## config.mk

```make
export PLATFORM = sky130hd
export DESIGN_NAME = rob_commit
export DESIGN_NICKNAME = d
export VERILOG_FILES = /design/src/rtl/rob_commit.sv
export SDC_FILE = /design/constraint.sdc
export NUM_CORES = 2
export LEC_CHECK = 0
export CAP_MARGIN = 0
export CORE_ASPECT_RATIO = 1.25
export CORE_UTILIZATION = 55
export DETAILED_ROUTE_END_ITERATION = 10
export HOLD_SLACK_MARGIN = 0.03
export PLACE_DENSITY_LB_ADDON = 0.05
export SLEW_MARGIN = 20
export SYNTH_ARGS = -nofsm -noshare
export SYNTH_HDL_FRONTEND = slang
export SYNTH_SLANG_ARGS = --single-unit
```

## constraint.sdc

```tcl
create_clock -name clk -period 4.3 [get_ports clk]
set_input_delay 0.86 -clock clk [delete_from_list [all_inputs] [get_ports clk]]
set_output_delay 0.86 -clock clk [all_outputs]
set_load 0.05 [all_outputs]
```

## src/rtl/rob_commit.sv

```systemverilog
// rob_commit: in-order reorder buffer that allocates rename tags, tracks CDB completions,
// answers operand queries and flushes itself after a committed branch mispredict.
module rob_commit #(
    parameter int DEPTH = 32,
    parameter int AW = $clog2(DEPTH)
) (
    input  logic          clk,
    input  logic          rst,
    input  logic          issue_valid,
    output logic          issue_ready,
    input  logic          issue_has_rd,
    input  logic [4:0]    issue_rd,
    input  logic          issue_is_branch,
    output logic [AW-1:0] issue_tag,
    output logic          dependency_set_en,
    output logic [4:0]    dependency_reg,
    output logic [AW-1:0] dependency_dependency,
    input  logic          cdb_valid,
    input  logic [AW-1:0] cdb_tag,
    input  logic [31:0]   cdb_val,
    input  logic          cdb_mispredict,
    input  logic [31:0]   cdb_target,
    input  logic [AW-1:0] query1_tag,
    input  logic [AW-1:0] query2_tag,
    output logic          query1_ready,
    output logic          query2_ready,
    output logic [31:0]   query1_val,
    output logic [31:0]   query2_val,
    output logic          write_en,
    output logic [4:0]    write_id,
    output logic [31:0]   write_val,
    output logic [AW-1:0] write_dependency,
    output logic          dependency_rst,
    output logic          flush_valid,
    output logic [31:0]   flush_pc,
    output logic [AW:0]   count
);
    logic [DEPTH-1:0] busy, rdy, mp, has_rd, is_br;
    logic [4:0]       rd_q [DEPTH];
    logic [31:0]      val_q [DEPTH];
    logic [AW-1:0]    head, tail;
    logic             flush_pending;
    logic [31:0]      flush_pc_buf;
    logic             transfer, commit, cdb_hit, cdb_mp, hit1, hit2;

    // DEPTH is a power of two, so the count MSB alone marks "full"
    assign issue_ready           = !count[AW] && !flush_pending;
    assign issue_tag             = tail;
    assign transfer              = issue_valid && issue_ready;
    assign dependency_set_en     = transfer && issue_has_rd && issue_rd != 5'd0;
    assign dependency_reg        = issue_rd;
    assign dependency_dependency = tail;
    assign commit  = count != '0 && busy[head] && rdy[head] && !flush_pending;
    assign cdb_hit = cdb_valid && busy[cdb_tag] && !flush_pending;
    assign cdb_mp  = cdb_mispredict && is_br[cdb_tag];

    assign hit1         = cdb_valid && cdb_tag == query1_tag;
    assign hit2         = cdb_valid && cdb_tag == query2_tag;
    assign query1_ready = busy[query1_tag] && (rdy[query1_tag] || hit1);
    assign query2_ready = busy[query2_tag] && (rdy[query2_tag] || hit2);
    assign query1_val   = !busy[query1_tag] ? '0 : hit1 ? cdb_val : val_q[query1_tag];
    assign query2_val   = !busy[query2_tag] ? '0 : hit2 ? cdb_val : val_q[query2_tag];

    always_ff @(posedge clk) begin
        if (transfer) begin
            has_rd[tail] <= issue_has_rd;
            is_br[tail]  <= issue_is_branch;
            rd_q[tail]   <= issue_rd;
        end
        if (cdb_hit)
            val_q[cdb_tag] <= cdb_val;
    end

    always_ff @(posedge clk or negedge rst) begin
        if (!rst) begin
            busy             <= '0;
            rdy              <= '0;
            mp               <= '0;
            head             <= '0;
            tail             <= '0;
            count            <= '0;
            flush_pending    <= 1'b0;
            flush_pc_buf     <= '0;
            write_en         <= 1'b0;
            write_id         <= '0;
            write_val        <= '0;
            write_dependency <= '0;
            dependency_rst   <= 1'b0;
            flush_valid      <= 1'b0;
            flush_pc         <= '0;
        end else if (flush_pending) begin
            busy           <= '0;
            rdy            <= '0;
            mp             <= '0;
            head           <= '0;
            tail           <= '0;
            count          <= '0;
            flush_pending  <= 1'b0;
            write_en       <= 1'b0;
            dependency_rst <= 1'b0;
            flush_valid    <= 1'b0;
        end else begin
            if (cdb_hit) begin
                rdy[cdb_tag] <= 1'b1;
                mp[cdb_tag]  <= cdb_mp;
                if (cdb_mp)
                    flush_pc_buf <= cdb_target;
            end
            if (transfer) begin
                busy[tail] <= 1'b1;
                rdy[tail]  <= 1'b0;
                mp[tail]   <= 1'b0;
                tail       <= tail + 1'b1;
            end
            if (commit) begin
                busy[head]       <= 1'b0;
                head             <= head + 1'b1;
                write_id         <= rd_q[head];
                write_val        <= val_q[head];
                write_dependency <= head;
                if (mp[head])
                    flush_pc <= flush_pc_buf;
            end
            write_en       <= commit && has_rd[head] && rd_q[head] != 5'd0;
            flush_pending  <= commit && mp[head];
            dependency_rst <= commit && mp[head];
            flush_valid    <= commit && mp[head];
            count          <= count + {{AW{1'b0}}, transfer} - {{AW{1'b0}}, commit};
        end
    end
endmodule

```

[Yosys cells after proc, flatten, opt, wreduce, memory -nomap -nowiden]
Memories as Yosys holds them, arrays and structs flattened. A register that Yosys moved wholly into a read port is not among the register bits.
Cells that the tools add are included.
Word-level totals
  register bits after elaboration: 252
  memory bits (writable): 1184
  output and inout port bits: 166
  input bits: 91
  logic and storage cells: 127
  memories: 2
Cells by class
  bitwise operators: 8
  reductions and logical operators: 33
  add/sub/neg operators: 4
  $lt $le $gt $ge: 8
  equal/unequal tests: 2
  multiplexer cells: 56
Memories
  val_q: depth 32, bits a word 32, rd ports 3, clocked after memory_dff 1, write ports 1, RTL line 40  | logic [31:0] val_q [DEPTH];
  rd_q: depth 32, bits a word 5, rd ports 1, clocked after memory_dff 0, write ports 1, RTL line 39  | logic [4:0] rd_q [DEPTH];
Operators with widths (number)
  32-bit 2-to-1 mux: 16
  32-bit AND: 3
  32-bit bitwise mux: 3
  32-bit NOT: 2
  32-bit bitwise OR: 2
  1-bit binary-select mux with 5-bit select: 10
  5-bit by 6-bit < comparator with 1-bit output (second input constant): 5
  1-bit logical AND: 20
  5-bit 2-to-1 mux: 4
  1-bit 2-to-1 mux: 19
  1-bit demux with 5-bit select: 3
  5-bit by 1-bit >= comparator with 1-bit output (second input constant): 3
  5-bit by 1-bit adder with 5-bit output (second input constant): 2
  5-bit == test: 2
  5-bit nonzero test: 2
  6-bit by 1-bit adder with 6-bit output: 1
  6-bit 2-to-1 mux: 1
  3-bit AND reduction: 2
  6-bit nonzero test: 1
  6-bit by 1-bit subtractor with 6-bit output: 1
  2-bit nonzero test: 2
  1-bit logical NOT: 3
  1-bit logical OR: 2
  2-bit AND reduction: 1
  1-bit NOT: 1

[Longest topological paths before layout]
  depth in word-level cells: 10
  mapped depth: 20
  depth with buffers taken out: 17

[Worst setup path before layout]
OpenSTA, ideal clock, no wires.
  kind: in2reg
  from: input cdb_tag[1]
  to: register mp[28]
  path slack: -1.098 ns
  arrival: 5.268 ns
  stages on the path: 7
  library setup time: 0.130 ns
  cells stage by stage: clkbuf_1 > buf_4 > buf_2 > clkbuf_1 > nor4_1 > nand3b_1 > o21ai_0
On the way
  longest elaborated chain between the ends: 10
Ends and longest elaborated chain
  start, declared: RTL line 19  | input logic [AW-1:0] cdb_tag,
  5-bit by 6-bit < comparator with 1-bit output (not written as such) or 5-bit by 1-bit >= comparator with 1-bit output (tied branches): RTL line 105  | mp[cdb_tag] <= cdb_mp;
  1-bit logical AND (not written as such): RTL line 105
  1-bit 2-to-1 mux (not written as such): RTL line 105
  1-bit demux with 5-bit select: RTL line 105
  32-bit bitwise mux: RTL line 105
  32-bit 2-to-1 mux (*): RTL line 103  | if (cdb_hit) begin
  32-bit 2-to-1 mux (*): RTL line 91  | end else if (flush_pending) begin
  32-bit AND (no line)
  32-bit 2-to-1 mux (*): RTL line 109  | if (transfer) begin
  32-bit 2-to-1 mux (*): RTL line 91
  end signal, assigned by index: RTL line 105
  end, declared: RTL line 38  | logic [DEPTH-1:0] busy, rdy, mp, has_rd, is_br;
Mark *: on every way between the ends. The rest lies on a longest branch, timed or not. The select of a mux whose other input is x is not followed.
A chain may end at the register's enable or synchronous reset.

[Worst setup path after layout]
  from: input query1_tag[4]
  to: output query1_val[26]
On the way
  longest elaborated chain between the ends: 4
Ends and longest elaborated chain
  start, declared: RTL line 23  | input logic [AW-1:0] query1_tag,
  parallel branches: the longest is 3 deep, another holds memory 32 x 32 bit
  32-bit 2-to-1 mux (*): RTL line 61  | assign query1_val = !busy[query1_tag] ? '0 : hit1 ? cdb_val : val_q[query1_tag];
  end, declared: RTL line 27  | output logic [31:0] query1_val,
Every way passes the cells marked *. The select of a mux whose other input is x is not followed.

==> run summary <==
worst reg2reg path endpoint -> count[4]
Post-route DRC -> 0
vias in the first global route -> 49200
clock tree sinks -> 1468
syn_area_per_cell -> 17.7 µm²
commonest non-fill, non-tap cell in the layout -> edfxtp_1
H-tree depth -> 4
largest net degree at the start of global routing -> 153
layout cells sized above 1 -> 0.382
Clock Skew -> 0.0424 ns
DIE AREA -> 139000 µm²
routability cong. -> 0.974
Static Leak -> 0.0297 µW
Layout fillers -> 9375
Root Driver -> clkbuf_16
Async SR Flop Fraction -> 0.150
Slew @ Worst Pin -> 1.13 ns
initial core utilization -> 0.555
Slew Limit Headroom -> 0.245
Yosys reg bits -> 1468
worst skew pair latency -> 0.83 ns
die height -> 416 µm
Total Routing Usage GR -> 0.373
Post-synth EDFFs -> 1248
initial antenna violation count -> 4
ys flop type -> edfxtp_1
DR iter-0 viols -> 6883
top-area cell type share of the netlist area -> 0.497
final number of hold-violating endpoints -> 0
Ports -> 257
most frequent cells in the layout -> 1248 x edfxtp_1, 854 x mux4_2, 324 x buf_4, 317 x mux2i_1, 216 x dfrtp_1
post-route minimum period -> 4.30 ns
Core ar. -> 136000 µm²
Final Worst Setup Slack -> 0.00106 ns
CP Launch Type -> primary input
final-report max-slew violation count -> 0
final WL -> 256 mm
CP Max Fanout -> 16
R2R Setup Slk -> 0.21 ns
Reg2Reg Depth -> 16
port bufs -> 256
global-route wire length before repair -> 361 mm
CP endpoint kind -> output pin
post-synth top area cell -> edfxtp_1
worst-case vdd ir drop -> 0.000433 V
RSZ-0062 raised after global routing -> false
Crit. Startpoint -> query1_tag[4]
TritonRoute pass-1 iters -> 6
area of the multi-input gates -> 31300 µm²
max_cap viols -> 0
Worst EP arrival -> 3.44 ns
Final setup viols -> 0
vias per inst -> 7.45
crit path to -> query1_val[26]
Cell Area, Synth -> 75400 µm²
area grow syn2layout -> 18.3%
Post-Synthesis Cells -> 4269
r2r startpoint -> head[0]
die span in x -> 333 µm
Power per Cell Area -> 353 nW/µm²
row count -> 151
CTS Buf Count -> 152
clock transition at the registers of the reported paths -> 0.06 ns
DPL Wire Length -> 159 mm
Hold Path Class -> reg -> reg
Unique masters post-synth -> 72
largest cells by area after synthesis -> edfxtp_1 50%, mux4_2 26%, dfrtp_1 7.3%
Tcrit/Tclk final -> 1.00
clk buf depth -> 3
Place WS -> -0.122 ns
CTS tree -> done
via count -> 49000
Sequential Area -> 43000 µm²
Mapped Nets -> 4377
Nets -> 4813
synth warn -> 0
Max Fclk -> 0.233 GHz
status -> finished, final reports clean
WS Path Type -> in -> out
worst path required time -> 3.44 ns
ANT nets after route -> 0
GRT overflow -> 0
post-synthesis sequential area ratio -> 0.570
DR WL/cell -> 38.8 µm
final setup TNS -> 0 ns
stage by stage:
stage / area, µm² / cells / power, µW / utilization / hold WS, ns
after global routing: 89100 / 6586 / 32100 / 0.657 / 0.520
after floorplan: 75700 / 4269 / 17000 / - / 0.464
after CTS: 89000 / 6583 / 31500 / 0.656 / 0.503
after global placement: 84000 / 6307 / 18100 / 0.619 / 0.484
final: 89100 / 6587 / 31500 / 0.657 / 0.503
after detailed placement: 84000 / 6307 / 18100 / 0.619 / 0.489
area by class of cell:
| class | count | area share |
|---|---|---|
| Timing Repair Buffer | 667 | 0.0839 |
| Inverter | 25 | 0.00108 |
| Multi-Input combinational cell | 2391 | 0.351 |
| Tap cell | 1759 | 0.0247 |
| Clock inverter | 74 | 0.00967 |
| Clock buffer | 201 | 0.0470 |
| Sequential cell | 1468 | 0.482 |
| Antenna cell | 2 | 0.0000562 |
synthesized netlist by cell type (5+ instances only):
cell and number:
edfxtp_1 1248, mux4_2 854, mux2i_1 318, dfrtp_1 220
nor2_1 213, clkbuf_1 180, o22ai_1 160, nor3_1 151
a22oi_1 128, buf_2 115, mux2_2 109, buf_1 59
nand4_1 43, nor2b_1 37, nand2_1 36, o21a_1 32
o21ai_0 28, nand3_1 26, inv_1 24, a311oi_1 23
buf_4 20, nor4_1 20, mux2_4 18, ha_1 16
a211oi_1 13, a21oi_1 13, nand3b_1 13, xor2_1 11
buf_6 10, o311ai_0 9, or4_1 9, nand2b_1 8
or3_1 8, o31ai_1 7, and2_1 6, or2_2 6
xnor2_1 6, a2111oi_0 5, and3_1 5, nand4bb_1 5
o211ai_1 5, or3b_2 5
cell families after synthesis:
logic type | count (synthesis) | share of synthesized area
DFF | 1468 | 0.570
xor gates and xnor gates | 17 | 0.00198
and+or+nand+nor | 611 | 0.0414
AOI/OAI and AO/OA | 447 | 0.0416
adders and majority gates | 17 | 0.00292
muxes | 1299 | 0.317
buffers and inverters | 410 | 0.0243
layer usage:
metal  GRT usage  vias up  part of all wire
met1       0.484    25700              0.35
li1            -    19100                 -
met3      0.0719      746              0.10
met2       0.595     3479              0.48
met4       0.214        2             0.064
met5           0        -          0.000051
sequential cells by signal (all words and copies together), names as in the netlist, 6 cells and up:
register and cells:
count 6, rdy 32, has_rd 32, is_br 32, write_val 32, val_q 1024
flush_pc_buf 32, flush_pc 32, busy 32, rd_q 160, mp 32
worst min path at each step:
stage                startpoint      endpoint  cells after the start
2_1_floorplan            mp[17]        mp[17]                      2
3_3_place_gp             mp[17]        mp[17]                      2
3_5_place_dp             mp[17]        mp[17]                      2
4_1_cts                  mp[17]        mp[17]                      2
5_1_grt        flush_pc_buf[15]  flush_pc[15]                      1
6_report           flush_pc[23]  flush_pc[23]                      1
power breakdown:
part           switching, µW  leakage, µW  internal, µW  total [µW]
combinational           1330       0.0130          1030        2370
clock                   5750      0.00246          7890       13600
sequential              2.40       0.0143         15400       15400
worst max-delay path, cell delays in order:
cell and delay [ns]:
clkdlybuf4s50_1 0.72, buf_4 0.24, nand2b_4 0.15, buf_4 0.42
o22ai_1 0.16, nor3_1 0.55, nor3_2 0.13, buf_12 0.18
repair_timing:
item / CTS / global route
setup endpoints to repair: 2 / 34
resized for setup: 2 / 9
hold buffers: 1 / 0
pin swaps: 1 / 0
endpoints found under the hold margin: 29 / 0
buffers inserted: 0 / 2
(Power assumes the default switching activity.)
